**src/rtl/abp_receiver_frame_rx.sv**
```systemverilog
// Alternating Bit Protocol data-frame receiver: stores each link frame, checks its
// length and sequence bit, forwards payloads of new good frames and drives ack_bit.
module abp_receiver_frame_rx #(
    parameter int FRAME_BYTES = 64,
    parameter int CNT_WIDTH   = 16
) (
    input  logic                 aclk,
    input  logic                 aresetn,
    input  logic                 s_axis_tvalid,
    output logic                 s_axis_tready,
    input  logic                 s_axis_tlast,
    input  logic [7:0]           s_axis_tdata,
    output logic                 m_axis_tvalid,
    input  logic                 m_axis_tready,
    output logic                 m_axis_tlast,
    output logic [7:0]           m_axis_tdata,
    output logic                 ack_bit,
    output logic                 busy,
    output logic [CNT_WIDTH-1:0] frames_ok,
    output logic [CNT_WIDTH-1:0] frames_dup,
    output logic [CNT_WIDTH-1:0] frames_err
);

    localparam int IDX_W  = $clog2(FRAME_BYTES);
    localparam int ADDR_W = (FRAME_BYTES > 2) ? $clog2(FRAME_BYTES - 1) : 1;
    localparam int DEPTH  = FRAME_BYTES - 1;
    localparam logic [IDX_W-1:0]  LAST_IDX  = IDX_W'(FRAME_BYTES - 1);
    localparam logic [ADDR_W-1:0] LAST_ADDR = ADDR_W'(FRAME_BYTES - 2);

    // Valid/ready: a byte moves on a rising edge where valid and ready are both high;
    // a presented m_axis byte (data, last) is held unchanged until it moves.
    typedef enum logic [1:0] {HDR, PAY, DISC, FWD} state_t;

    state_t               state, state_nxt;
    logic                 ready_en;
    logic                 exp_bit;
    logic                 seq;
    logic                 ack_q;
    logic [IDX_W-1:0]     idx;
    logic [ADDR_W-1:0]    rd_ptr;
    logic [ADDR_W-1:0]    wr_addr;
    logic [7:0]           mem [0:DEPTH-1];
    logic [7:0]           first_byte;
    logic                 m_valid_q;
    logic                 m_last_q;
    logic [7:0]           m_data_q;
    logic [CNT_WIDTH-1:0] ok_cnt, dup_cnt, err_cnt;
    logic                 s_xfer, m_xfer, at_last_idx;
    logic                 inc_ok, inc_dup, inc_err;

    assign s_axis_tready = ready_en && (state != FWD);
    assign s_xfer        = s_axis_tvalid && s_axis_tready;
    assign m_xfer        = m_valid_q && m_axis_tready;
    assign at_last_idx   = (idx == LAST_IDX);
    assign wr_addr       = ADDR_W'(idx - IDX_W'(1));
    // With a one-byte payload the first byte is still being written on the commit edge.
    assign first_byte    = (LAST_ADDR == '0) ? s_axis_tdata : mem[0];

    always_comb begin
        state_nxt = state;
        inc_ok    = 1'b0;
        inc_dup   = 1'b0;
        inc_err   = 1'b0;
        case (state)
            HDR: begin
                if (s_xfer) begin
                    if (s_axis_tlast) inc_err = 1'b1;
                    else              state_nxt = PAY;
                end
            end
            PAY: begin
                if (s_xfer) begin
                    if (s_axis_tlast) begin
                        state_nxt = HDR;
                        if (!at_last_idx) begin
                            inc_err = 1'b1;
                        end else if (seq == exp_bit) begin
                            inc_ok    = 1'b1;
                            state_nxt = FWD;
                        end else begin
                            inc_dup = 1'b1;
                        end
                    end else if (at_last_idx) begin
                        state_nxt = DISC;
                    end
                end
            end
            DISC: begin
                if (s_xfer && s_axis_tlast) begin
                    inc_err   = 1'b1;
                    state_nxt = HDR;
                end
            end
            FWD: begin
                if (m_xfer && m_last_q) state_nxt = HDR;
            end
            default: state_nxt = HDR;
        endcase
    end

    always_ff @(posedge aclk or negedge aresetn) begin
        if (!aresetn) begin
            state     <= HDR;
            ready_en  <= 1'b0;
            exp_bit   <= 1'b0;
            seq       <= 1'b0;
            ack_q     <= 1'b1;
            idx       <= '0;
            rd_ptr    <= '0;
            m_valid_q <= 1'b0;
            m_last_q  <= 1'b0;
            m_data_q  <= '0;
            ok_cnt    <= '0;
            dup_cnt   <= '0;
            err_cnt   <= '0;
        end else begin
            state    <= state_nxt;
            ready_en <= 1'b1;
            if (state == HDR && s_xfer) begin
                seq <= s_axis_tdata[0];
                idx <= IDX_W'(1);
            end
            if (state == PAY && s_xfer) idx <= idx + IDX_W'(1);
            if (inc_ok) begin
                ack_q     <= seq;
                exp_bit   <= ~exp_bit;
                m_valid_q <= 1'b1;
                m_data_q  <= first_byte;
                m_last_q  <= (LAST_ADDR == '0);
                rd_ptr    <= ADDR_W'(1);
            end
            if (state == FWD && m_xfer) begin
                if (m_last_q) begin
                    m_valid_q <= 1'b0;
                    m_last_q  <= 1'b0;
                end else begin
                    m_data_q <= mem[rd_ptr];
                    m_last_q <= (rd_ptr == LAST_ADDR);
                    rd_ptr   <= rd_ptr + ADDR_W'(1);
                end
            end
            // Counters saturate rather than wrap.
            if (inc_ok  && ok_cnt  != '1) ok_cnt  <= ok_cnt  + CNT_WIDTH'(1);
            if (inc_dup && dup_cnt != '1) dup_cnt <= dup_cnt + CNT_WIDTH'(1);
            if (inc_err && err_cnt != '1) err_cnt <= err_cnt + CNT_WIDTH'(1);
        end
    end

    always_ff @(posedge aclk) begin
        if (state == PAY && s_xfer) mem[wr_addr] <= s_axis_tdata;
    end

    assign m_axis_tvalid = m_valid_q;
    assign m_axis_tlast  = m_last_q;
    assign m_axis_tdata  = m_data_q;
    assign ack_bit       = ack_q;
    assign busy          = (state != HDR);
    assign frames_ok     = ok_cnt;
    assign frames_dup    = dup_cnt;
    assign frames_err    = err_cnt;

endmodule

```
**config.mk**
```make
export PLATFORM = sky130hd
export DESIGN_NAME = abp_receiver_frame_rx
export DESIGN_NICKNAME = d
export VERILOG_FILES = /design/src/rtl/abp_receiver_frame_rx.sv
export SDC_FILE = /design/constraint.sdc
export NUM_CORES = 1
export LEC_CHECK = 0
export CAP_MARGIN = 10
export CELL_PAD_IN_SITES_DETAIL_PLACEMENT = 1
export CELL_PAD_IN_SITES_GLOBAL_PLACEMENT = 1
export CORE_MARGIN = 2
export CORE_UTILIZATION = 55
export DETAILED_ROUTE_END_ITERATION = 10
export DONT_BUFFER_PORTS = 1
export GPL_TIMING_DRIVEN = 0
export PLACE_DENSITY_LB_ADDON = 0.1
export SYNTH_ARGS = -nofsm -noshare
export SYNTH_HDL_FRONTEND = slang
export SYNTH_SLANG_ARGS = --single-unit
```
**constraint.sdc**
```tcl
create_clock -name aclk -period 4 [get_ports aclk]
set_input_delay 0 -clock aclk [delete_from_list [all_inputs] [get_ports aclk]]
set_output_delay 0 -clock aclk [all_outputs]
set_load 0.005 [all_outputs]
```
# Word level (Yosys, flattened, before mapping)
# Memories as Yosys holds them, arrays and structs flattened.
# Index checks and enable logic that the tools add are counted.
# Widths: inputs -> output; s select.
dict set report totals {
  n_memories 1
  output_inout_bits 61
  input_bits 13
  regBits 76
  word_cells 96
  mem_bits_rw 504
}
# memory depth word_bits rd rd_clocked_by_memory_dff write_ports line
set memory_table {}
lappend memory_table {mem 63 8 2 0 1 42} ;# logic [7:0] mem [0:DEPTH-1];
dict set report classes {
  bitwise 1
  add_sub_neg 6
  n_eq_ne 16
  n_reduce_logical 16
  muxes 43
}
# op count
set op_table {}
lappend op_table {{$add 16x1->16 const B} 3}
lappend op_table {{$ne 16x16->1 const B} 3}
lappend op_table {{$mux 6} 5}
lappend op_table {{$mux 1} 24}
lappend op_table {{$mux 8} 3}
lappend op_table {{$mux 2} 9}
lappend op_table {{$add 6x1->6 const B} 2}
lappend op_table {{$eq 6x6->1 const B} 2}
lappend op_table {{$ne 2x2->1 const B} 6}
lappend op_table {{$logic_and 1x1->1} 11}
lappend op_table {{$pmux 2 s4} 1}
lappend op_table {{$reduce_and 6->1} 1}
lappend op_table {{$reduce_bool 2->1} 3}
lappend op_table {{$sub 6x1->6 const B} 1}
lappend op_table {{$eq 2x2->1 const B} 2}
lappend op_table {{$ne 3x3->1 const B} 1}
lappend op_table {{$pmux 1 s3} 1}
lappend op_table {{$eq 2x1->1 const B} 1}
lappend op_table {{$logic_not 2->1} 1}
lappend op_table {{$eq 1x1->1} 1}
lappend op_table {{$not 1->1} 1}

# Longest topological paths before layout
# Gate-level depths: netlist of the first run.
dict set report logic_depth {
  ltp_word 9
  depth_mapped 10
  depth_no_buf 7
}

# Worst setup path before layout of the first run
# Ideal clock, no wire load.
dict set report synth_timing {
  path_type {reg-to-reg}
  from {register idx[0]}
  to {memory mem[20][0] (enable)}
  stages_incl_launch_ff 11
  required_time_ps 3630
  setup_ps 370
  slack_ps 1433
  path_buffers 3
  arrival_ps 2197
  synth_period_minus_slack_ps 2567
  cell_sequence {dfrtp_1 -> clkbuf_1 -> inv_1 -> ha_1 -> clkbuf_1 -> o21ai_0 -> o22a_1 -> o22ai_1 -> nand2b_1 -> clkbuf_1 -> nor2_1}
}
dict set report synth_via {
  elab_chain_len 1
}
# element line
set synth_lines {}
lappend synth_lines {{from (decl)} 39} ;# logic [IDX_W-1:0] idx;
lappend synth_lines {{from (signal assigned)} 123} ;# if (state == PAY && s_xfer) idx <= idx + IDX_W'(1);
lappend synth_lines {{$sub 6x1->6} 55} ;# assign wr_addr = ADDR_W'(idx - IDX_W'(1));
lappend synth_lines {{to (decl)} 42}
# Every way passes these cells.

# Worst setup path in the final report of the first run
dict set report layout_timing {
  from {register rd_ptr[1]}
  to {register m_data_q[6], in the netlist m_axis_tdata[6]}
}
dict set report layout_via {
  elab_chain_len 3
}
# element line
set layout_lines {}
lappend layout_lines {{from (decl)} 40} ;# logic [ADDR_W-1:0] rd_ptr;
lappend layout_lines {{from (signal assigned)} 139} ;# rd_ptr <= rd_ptr + ADDR_W'(1);
lappend layout_lines {{$mem_v2 63x8} -}
lappend layout_lines {{$mux 8} 133} ;# if (m_last_q) begin
lappend layout_lines {{$mux 8} 132} ;# if (state == FWD && m_xfer) begin
lappend layout_lines {{to (signal assigned)} 128} ;# m_data_q <= first_byte;
lappend layout_lines {{to (signal assigned)} 137} ;# m_data_q <= mem[rd_ptr];
lappend layout_lines {{to (decl)} 46} ;# logic [7:0] m_data_q;
# Every way passes these cells.
# A chain may end at the register's enable or synchronous reset.

==> impl_metrics.csv, run 1 <==
group,metric,value,unit
global_route,grt_pass1_wl,95.7,mm
timing,fin_crit_sh,93.9,%
yosys,ys_seq_area_share,72.1,%
run_status,outcome,"complete, no violations",
routing,vias,13352,
critical_path,cp_slowest_cell,"clkbuf_1",
timing,drv_slew,0,
global_route,grt.total_usage,30.3,%
critical_path,crit_buf_inv,3,
global_route,met2_usage,47.6,%
global_route,antenna_found_initial,0,
critical_path,critPathTopFamily,"buffers and inverters",
clock_network,cts_tree,"done",
global_route,grtUsageMet1,42.7,%
yosys,synth_top_family_by_area,"multiplexers",
yosys,syn_inst,1356,
timing,rsz0062_at_grt,"false",
floorplan,initial_utilization,56.1,%
critical_path,crit_chain,"buf_4 > buf_2 > clkbuf_1 > mux4_2 > nor2_1 > nor3_1 > o221ai_1 > o211ai_1",
job,maxCapViolCount,0,
floorplan,die_h,211,um
clock_network,clock_tree.buffer_depth,3,
critical_path,path_class,"register to register",
floorplan,die_area,0.0446,mm2
layout,n_fill_cell,3622,
clock_network,cts_resized,0,
power,vdd_drop_max,456,uV
global_route,overflow,0,
critical_path,cp.depth,8,
yosys,netlist_area,0.0236,mm2
yosys,synthSimpleGateAreaFrac,6.92,%
critical_path,path_max_fanout,10,
layout,synthToLayoutAreaGrowth,12.1,%
critical_path,worstSetupEndpointType,"register",
routing,first_pass_iters,7,
yosys,ys_top_cells_by_area,"edfxtp_1, mux4_2, dfrtp_1, mux2i_1, nor2_1",
clock_network,htreeDepth,2,
placed_design,gp_congestion,0.855,
power,p_per_area,486,mW/mm2
placed_design,io_buffers,0,
yosys,synth_cell_type_count,66,
clock_network,cts_num_sinks,580,
clock_network,clk_pin_slew,0.06,ns
yosys,synth-main-ff-cell,"edfxtp_1",
hold_path,min_path_type,"input pin to register",
yosys,synth.mux.area_fraction,13.3,%
global_route,grt_max_degree,76,
clock_network,cts_made_buffers,57,
yosys,syn_area_per_cell,17.4,um2
critical_path,cp.arrival,4.28,ns
yosys,synth_seq_cells,580,
yosys,synth_edf_count,504,
yosys,synth_top_area_cell,"edfxtp_1",
floorplan,rows,75,
routing,drcViolationCount,0,
critical_path,required,4.53,ns
yosys,syn_nets,1376,
routing,ant_nets,0,
hold_path,whs_path_depth,4,
timing,whs,0.294,ns
routing,finalWirelength,65.6,mm
yosys,synth_compound_area_share,3.58,%
yosys,synthXorXnorAreaFrac,1.97,%
layout,final_util,62.8,%
layout,nets,1458,
yosys,synth-adder-area-share,0.371,%
layout,layout_common_cells,"edfxtp_1, mux4_2, nor2_1",
global_route,met3_usage,5.78,%
clock_network,cts_root_buffer,"clkbuf_16",
timing,clock.fmax,0.266,GHz
layout,antenna_cells,0,
timing,worstMarginPinSlew,1.34,ns
timing,tns,0,ns
yosys,synth.top_cell.area_share,64.1,%
power,leakage,8.57,nW
global_route,busiest_layer,"met2",
power,p_total,0.0129,W
global_route,grt_pass1_vias,13825,
floorplan,io_pins,74,
floorplan,die-width,211,um
routing,viasPerCell,6.60,
routing,wl_per_cell,32.4,um
floorplan,core,0.0421,mm2
yosys,ys_async_sr_fraction,13.1,%
routing,drtIter0Drc,1795,
clock_network,insertion_delay,0.63,ns
layout,drive_gt1_share,16.8,%
layout,layout_commonest_cell,"edfxtp_1",
timing,fin_skew,0.0211,ns
timing,report.final.setup_viol,0,
timing,slew_headroom,10.5,%
critical_path,reg2regPathDepth,8,
yosys,ys.warnings.count,0,
placed_design,hpwl,42.3,mm
timing,layout_min_cycle_time,3.75,ns
critical_path,critPathMaxStageDelay,1.02,ns
timing,hold_viol,0,
critical_path,startpoint_type,"register",
==> flip-flops by register name, summed over array words and instances (netlist names) <==
signal and flops:
idx 6, frames_ok 16, ready_en 1, rd_ptr 6, m_axis_tvalid 1, state 2
mem 504, exp_bit 1, frames_dup 16, m_axis_tdata 8, ack_bit 1, m_axis_tlast 1
seq 1, frames_err 16
==> stage by stage <==
stage / setup WS [ns] / instance area, um2 / std cells
detailed placement: 0.418 / 24300 / 1895
global placement: 0.502 / 24300 / 1895
CTS: 0.384 / 26500 / 2023
global route: 0.205 / 26500 / 2023
floorplan: 1.43 / 23600 / 1356
finish: 0.246 / 26500 / 2023
==> logic make-up (layout without fill, tap and decap cells) <==
family,Yosys count,in the layout
AOI/OAI and AO/OA,120,120
other,1,1
DFF,580,580
xor gates and xnor gates,53,53
muxes,172,172
buffers and inverters,83,211
adders and majority gates,7,7
and+or+nand+nor,340,340
==> cell type report <==
| class | instances | area (um2) | share of cell area [%] |
|---|---|---|---|
| flip-flops and latches | 580 | 17000 | 64.3 |
| multi-input cells | 693 | 6180 | 23.3 |
| well taps | 539 | 674 | 2.55 |
| inverters | 15 | 56.3 | 0.213 |
| clock inverters | 33 | 272 | 1.03 |
| repair buffers | 23 | 405 | 1.53 |
| clock buffers | 72 | 1510 | 5.71 |
| plain buffers | 68 | 343 | 1.29 |
==> worst min-delay path, stage by stage <==
cell and delay [ns]:
dlygate4sd3_1 0.58, nand4_1 0.13, nand2_1 0.09, o21ai_0 0.06
==> synthesized netlist by cell type, types with 2 or more instances <==
library cell / n
a311oi_1: 2
o211ai_1: 10
nor4_1: 9
edfxtp_1: 504
o22a_1: 5
nor2b_1: 6
or3_1: 5
a21oi_1: 13
buf_1: 7
a21o_1: 3
a22o_1: 2
xnor2_1: 28
or2_2: 4
nor3b_1: 2
buf_6: 4
inv_1: 15
mux2_2: 18
nor3_1: 29
buf_2: 7
o21ai_0: 19
dfrtp_1: 75
nand2b_1: 13
o31a_1: 2
and2_1: 7
nand2_1: 83
nor2_1: 98
xor2_1: 25
and3_1: 17
nand4b_1: 2
a211oi_1: 5
a31oi_1: 16
nand4_1: 16
a221oi_1: 7
o22ai_1: 8
mux2i_1: 42
o221ai_1: 2
and4_1: 4
clkbuf_1: 37
mux4_2: 112
a22oi_1: 11
ha_1: 7
buf_4: 13
nand3_1: 39
==> layer usage <==
layer  vias to the layer above  routed length, um
met5                         -                  0
met4                         0               2440
met3                       142               5480
met2                       645              30900
met1                      7026              26700
li1                       5539                  -
==> worst paths after layout <==
check                               from         endpoint  slack [ns]
max                            rd_ptr[1]  m_axis_tdata[6]        0.25
min                        m_axis_tready     m_axis_tlast        0.29
max reg2reg                    rd_ptr[1]  m_axis_tdata[6]        0.25
min reg2reg                      ack_bit          ack_bit        0.48
max in group asynchronous        aresetn    frames_ok[10]        3.03
min in group asynchronous        aresetn          ack_bit        0.57
==> repair_timing <==
item,4_1_cts,5_1_grt
hold endpoints to repair,605,0
hold buffers,23,0
setup buffers,0,0
==> report_power, final <==
part           total, W  switching (W)  internal (W)  leakage [nW]
Combinational  0.000852       0.000594      0.000258          2.16
Clock           0.00524        0.00231       0.00293         0.876
Sequential      0.00678      0.0000910       0.00669          5.54
Power figures use the tool's default switching activity.
==> run 2, diff against run 1 <==
- ABC_AREA: unset -> 1
==> impl_metrics.csv, run 2 <==
group,metric,value,unit
yosys,synth_cell_type_count,49,
timing,rsz0062_at_grt,"false",
global_route,overflow,0,
yosys,synthMostInstantiatedCell,"nand2_1",
power,p_per_area,478,mW/mm2
layout,multi_input_comb_area,0.00709,mm2
timing,fin_skew,0.0235,ns
critical_path,startpoint,"state[1]",
clock_network,cts_tree,"done",
run_status,outcome,"complete, no violations",
routing,viasPerCell,6.11,
clock_network,clock_tree.buffer_depth,3,
timing,clock.fmax,0.297,GHz
timing,layout_min_cycle_time,3.37,ns
placed_design,placed_area,0.0262,mm2
floorplan,rows,78,
yosys,ys_async_sr_fraction,13.1,%
routing,vias,19701,
yosys,synth_edf_count,504,
layout,top_register,"mem",
global_route,grt_pass1_wl,134,mm
layout,drive_gt1_share,8.84,%
layout,largest_reg_flops,504,
floorplan,die_area,0.0480,mm2
yosys,synthSimpleGateAreaFrac,22.8,%
critical_path,startpoint_type,"register",
floorplan,initial_utilization,55.9,%
routing,drtIter0Drc,2311,
global_route,met2_usage,64.1,%
timing,drv_slew,0,
critical_path,worstSetupEndpointType,"register",
clock_network,htreeDepth,2,
yosys,synth_seq_cells,580,
routing,ant_nets,0,
placed_design,gp_congestion,0.951,
layout,nets,2593,
timing,worstMarginPinSlew,1.11,ns
yosys,synth-adder-area-share,0.345,%
timing,tns,0,ns
clock_network,cts_root_buffer,"clkbuf_16",
routing,first_pass_iters,7,
power,leakage,11.6,nW
yosys,synthXorXnorAreaFrac,1.79,%
layout,layout_common_cells,"nand2_1, edfxtp_1, nor2_1",
layout,post-route-cell-area,0.0287,mm2
yosys,syn_area_per_cell,10.2,um2
yosys,netlist_area,0.0254,mm2
yosys,syn_inst,2487,
global_route,grt_max_degree,76,
global_route,grt.total_usage,38.9,%
job,maxCapViolCount,0,
clock_network,insertion_delay,0.65,ns
yosys,synth-main-ff-cell,"edfxtp_1",
critical_path,cp.arrival,3.63,ns
global_route,grt_pass1_vias,21105,
floorplan,die-width,219,um
placed_design,io_buffers,0,
routing,drcViolationCount,0,
clock_network,cts_made_buffers,60,
placed_design,hpwl,59.6,mm
critical_path,required,4.26,ns
layout,synthToLayoutAreaGrowth,13.0,%
timing,report.final.setup_viol,0,
critical_path,path_max_fanout,8,
yosys,synth_top_family_by_area,"simple AND/OR/NAND/NOR gates",
layout,seqCellArea,0.0170,mm2
power,vdd_drop_max,578,uV
yosys,synth.mux.area_fraction,0,%
layout,layout_commonest_cell,"nand2_1",
layout,n_fill_cell,4878,
yosys,synth.top_cell.area_share,59.5,%
timing,hold_viol,0,
timing,setup_ws,0.630,ns
yosys,synthTopCellsByCount,"nand2_1, edfxtp_1, nor2_1",
global_route,busiest_layer,"met2",
routing,wl_per_cell,28.4,um
floorplan,core,0.0455,mm2
routing,finalWirelength,91.7,mm
yosys,ys.warnings.count,0,
floorplan,io_pins,74,
layout,antenna_cells,0,
yosys,synth_compound_area_share,2.94,%
timing,slew_headroom,25.7,%
placed_design,post-place-ws,0.815,ns
clock_network,cts_setup_buffers,0,
global_route,met3_usage,9.92,%
floorplan,die_h,219,um
critical_path,path_class,"register to register",
yosys,syn_nets,2507,
yosys,ys_top_cells_by_area,"edfxtp_1, nand2_1, dfrtp_1, nand3_1, nor2_1",
hold_path,hold_start,"m_axis_tready",
global_route,grtUsageMet1,46.0,%
clock_network,cts-hold-fix-buffers,24,
yosys,ys_seq_area_share,67.0,%
timing,whs,0.266,ns
timing,fin_crit_sh,84.3,%
critical_path,r2r-start,"state[1]",
clock_network,cts_num_sinks,580,
hold_path,min_path_type,"input pin to register",
clock_network,clk_pin_slew,0.07,ns
yosys,synth_top_area_cell,"edfxtp_1",
clock_network,cts_resized,0,
global_route,antenna_found_initial,1,
-- run 2: cell types whose count changed after synthesis, moves of 18 or more --
cell	before	now
nor2_1	98	297
mux2_2	18	0
nand2_1	83	790
mux2i_1	42	0
buf_2	7	65
o21ai_0	19	82
mux4_2	112	0
inv_1	15	192
nand3_1	39	245
-- run 2: metal layers --
metal	wire length [um]	up-vias
met2	43500	1139
met1	32600	9843
met5	0	-
li1	-	8391
met3	9120	328
met4	6500	0
-- run 2: kinds of logic (layout without fill, tap and decap cells) --
group	Yosys count	count (layout)
and+or+nand+nor	1401	1401
DFF	580	580
buffers and inverters	310	448
AOI/OAI and AO/OA	137	137
xor gates and xnor gates	51	51
adders and majority gates	7	7
other	1	1
-- run 2: where the power goes --
part / switching [W] / internal (W)
clock network: 0.00252 / 0.00365
logic: 0.000598 / 0.000204
registers: 0.0000961 / 0.00668
total: 0.00321 / 0.0105
-- run 2: worst paths after layout --
check / endpoint / slack, ns / cells past startpoint
setup / recovery: mem[6][4] / 0.63 / 7
hold / removal: m_axis_tvalid / 0.27 / 4
setup reg to reg: mem[6][4] / 0.63 / 7
hold reg to reg: exp_bit / 0.53 / 2
max in group asynchronous: rd_ptr[1] / 3.01 / 4
min in group asynchronous: ack_bit / 0.55 / 3
-- run 2: area by class of cell --
type	instances	share of cell area (%)
sequential	580	59.3
clock inverter	47	1.91
buffer	110	1.85
tap	600	2.61
inverter	200	2.64
clock buffer	67	5.56
multi-input combinational	1597	24.7
timing repair buffer	24	1.45
-- run 2: metrics by stage --
step | util [%] | cells | total power, W
CTS | 63.2 | 3225 | 0.0137
global route | 63.2 | 3225 | 0.0140
floorplan | - | 2487 | 0.00732
global placement | 57.5 | 3087 | 0.00747
finish | 63.2 | 3225 | 0.0137
detailed placement | 57.5 | 3087 | 0.00751
-- run 2: worst max-delay path, stage by stage, from the launching register on --
cell	delay, ns
dfrtp_1	0.45
nand2_1	0.15
and3_1	0.19
buf_6	0.14
nand2_1	0.15
nor2_1	0.29
nand2_1	0.55
nor2_1	1.05
==> run 3, diff against run 2 <==
- CORE_UTILIZATION: 55 -> 46
- clock period: 4 -> 2.8 ns (I/O delays scaled with it)
==> impl_metrics.csv, run 3 (same netlist as run 2, synthesis figures left out) <==
group,metric,value,unit
timing,tns,-0.0657,ns
clock_network,insertion_delay,0.61,ns
clock_network,cts_num_sinks,580,
placed_design,gp_congestion,0.918,
global_route,antenna_found_initial,1,
timing,whs,0.261,ns
global_route,grt.total_usage,31.4,%
layout,nets,2605,
job,maxCapViolCount,0,
routing,wl_per_cell,26.5,um
routing,drcViolationCount,0,
layout,layout_common_cells,"nand2_1, edfxtp_1, nand3_1",
critical_path,r2r_slack,-0.01,ns
hold_path,whs_path_depth,4,
power,p_per_area,669,mW/mm2
critical_path,path_max_fanout,8,
run_status,violations,"setup timing",
critical_path,r2r-end,"mem[56][5]",
critical_path,worstSetupEndpointType,"register",
routing,ant_nets,0,
global_route,grt_pass1_wl,128,mm
critical_path,reg2regPathDepth,7,
routing,vias,18817,
clock_network,cts_made_buffers,67,
layout,stdcell_count,3337,
layout,top_register,"mem",
power,vdd_drop_max,485,uV
hold_path,hold_end,"m_axis_tvalid",
global_route,grt_pass1_vias,19439,
floorplan,die_h,239,um
layout,final_util,53.8,%
routing,finalWirelength,88.4,mm
layout,drive_gt1_share,12.0,%
clock_network,cts_root_buffer,"clkbuf_16",
global_route,grt_max_degree,68,
clock_network,cts_tree,"done",
power,leakage,11.7,nW
hold_path,hold_start,"m_axis_tready",
floorplan,die_area,0.0572,mm2
clock_network,clk_pin_slew,0.06,ns
placed_design,io_buffers,0,
critical_path,path_class,"register to register",
clock_network,clock_tree.buffer_depth,3,
routing,drtIter0Drc,1765,
floorplan,initial_utilization,46.3,%
placed_design,place_inst,3191,
timing,rsz0062_at_grt,"true",
floorplan,die-width,239,um
layout,largest_reg_flops,504,
timing,clock.fmax,0.355,GHz
critical_path,required,3.05,ns
timing,report.final.setup_viol,6,
floorplan,rows,86,
timing,hold_viol,0,
floorplan,core,0.0549,mm2
layout,synthToLayoutAreaGrowth,16.0,%
floorplan,io_pins,74,
placed_design,post-place-ws,-0.594,ns
layout,layout_commonest_cell,"nand2_1",
timing,fin_crit_sh,100,%
run_status,outcome,"finished, violations left",
routing,viasPerCell,5.64,
timing,worstMarginPinSlew,1.03,ns
critical_path,cp.arrival,3.06,ns
placed_design,hpwl,59.1,mm
layout,antenna_cells,0,
timing,drv_slew,0,
routing,first_pass_iters,5,
timing,setup_ws,-0.0137,ns
clock_network,htreeDepth,3,
timing,layout_min_cycle_time,2.81,ns
hold_path,min_path_type,"input pin to register",
critical_path,r2r-start,"state[1]",
critical_path,startpoint_type,"register",
timing,slew_headroom,31.1,%
timing,fin_skew,0.0308,ns
global_route,overflow,0,
==> run 3: metrics by stage <==
step                power [W]  area, um2
floorplan              0.0105      25400
finish                 0.0197      29500
CTS                    0.0196      29200
global placement       0.0107      26300
global route           0.0203      29500
detailed placement     0.0108      26300
==> run 3: timing repair <==
item | CTS | global route
setup buffers | 0 | 5
setup endpoints to repair | 511 | 512
hold buffers | 24 | 0
gates resized for setup | 109 | 71
hold endpoints to repair | 617 | 0
pin swaps | 0 | 6
==> run 3: how the worst max path moves through the flow <==
| stage | slack [ns] | from | to |
|---|---|---|---|
| after floorplan | 0.70 | idx[0] | mem[32][0] |
| after global placement | -0.49 | state[1] | mem[20][3] |
| after detailed placement | -0.59 | state[1] | mem[20][1] |
| after CTS | -0.29 | state[1] | mem[13][0] |
| after global routing | -0.15 | state[1] | mem[56][5] |
| final | -0.01 | state[1] | mem[56][5] |
==> run 3: worst max-delay path: stages (launching register included) <==
cell	delay (ns)
dfrtp_1	0.44
nand2_1	0.14
and3_1	0.18
buf_6	0.13
nand2_1	0.19
nor2_2	0.38
nand2_2	0.50
nor2_4	0.48
==> run 3: power by group <==
group | switching, W | internal [W]
registers | 0.000139 | 0.00955
logic | 0.00116 | 0.000318
clock network | 0.00351 | 0.00507
total | 0.00481 | 0.0149
==> run 3: routing by layer <==
metal | wire length, um | share of wire (%) | global-route usage [%]
met5 | 0 | 0 | 0
met2 | 42600 | 48 | 52.6
met4 | 3980 | 4.5 | 13.1
met3 | 6500 | 7.4 | 5.98
met1 | 35300 | 40 | 40.2
==> run 3: final cells by class <==
cell class | instances | area [um2]
plain buffers | 110 | 556
clock buffers | 93 | 1890
clock inverters | 24 | 214
fillers | 5915 | 25400
inverters | 200 | 758
multi-input cells | 1597 | 7650
flip-flops and latches | 580 | 17000
well taps | 704 | 881
repair buffers | 29 | 515
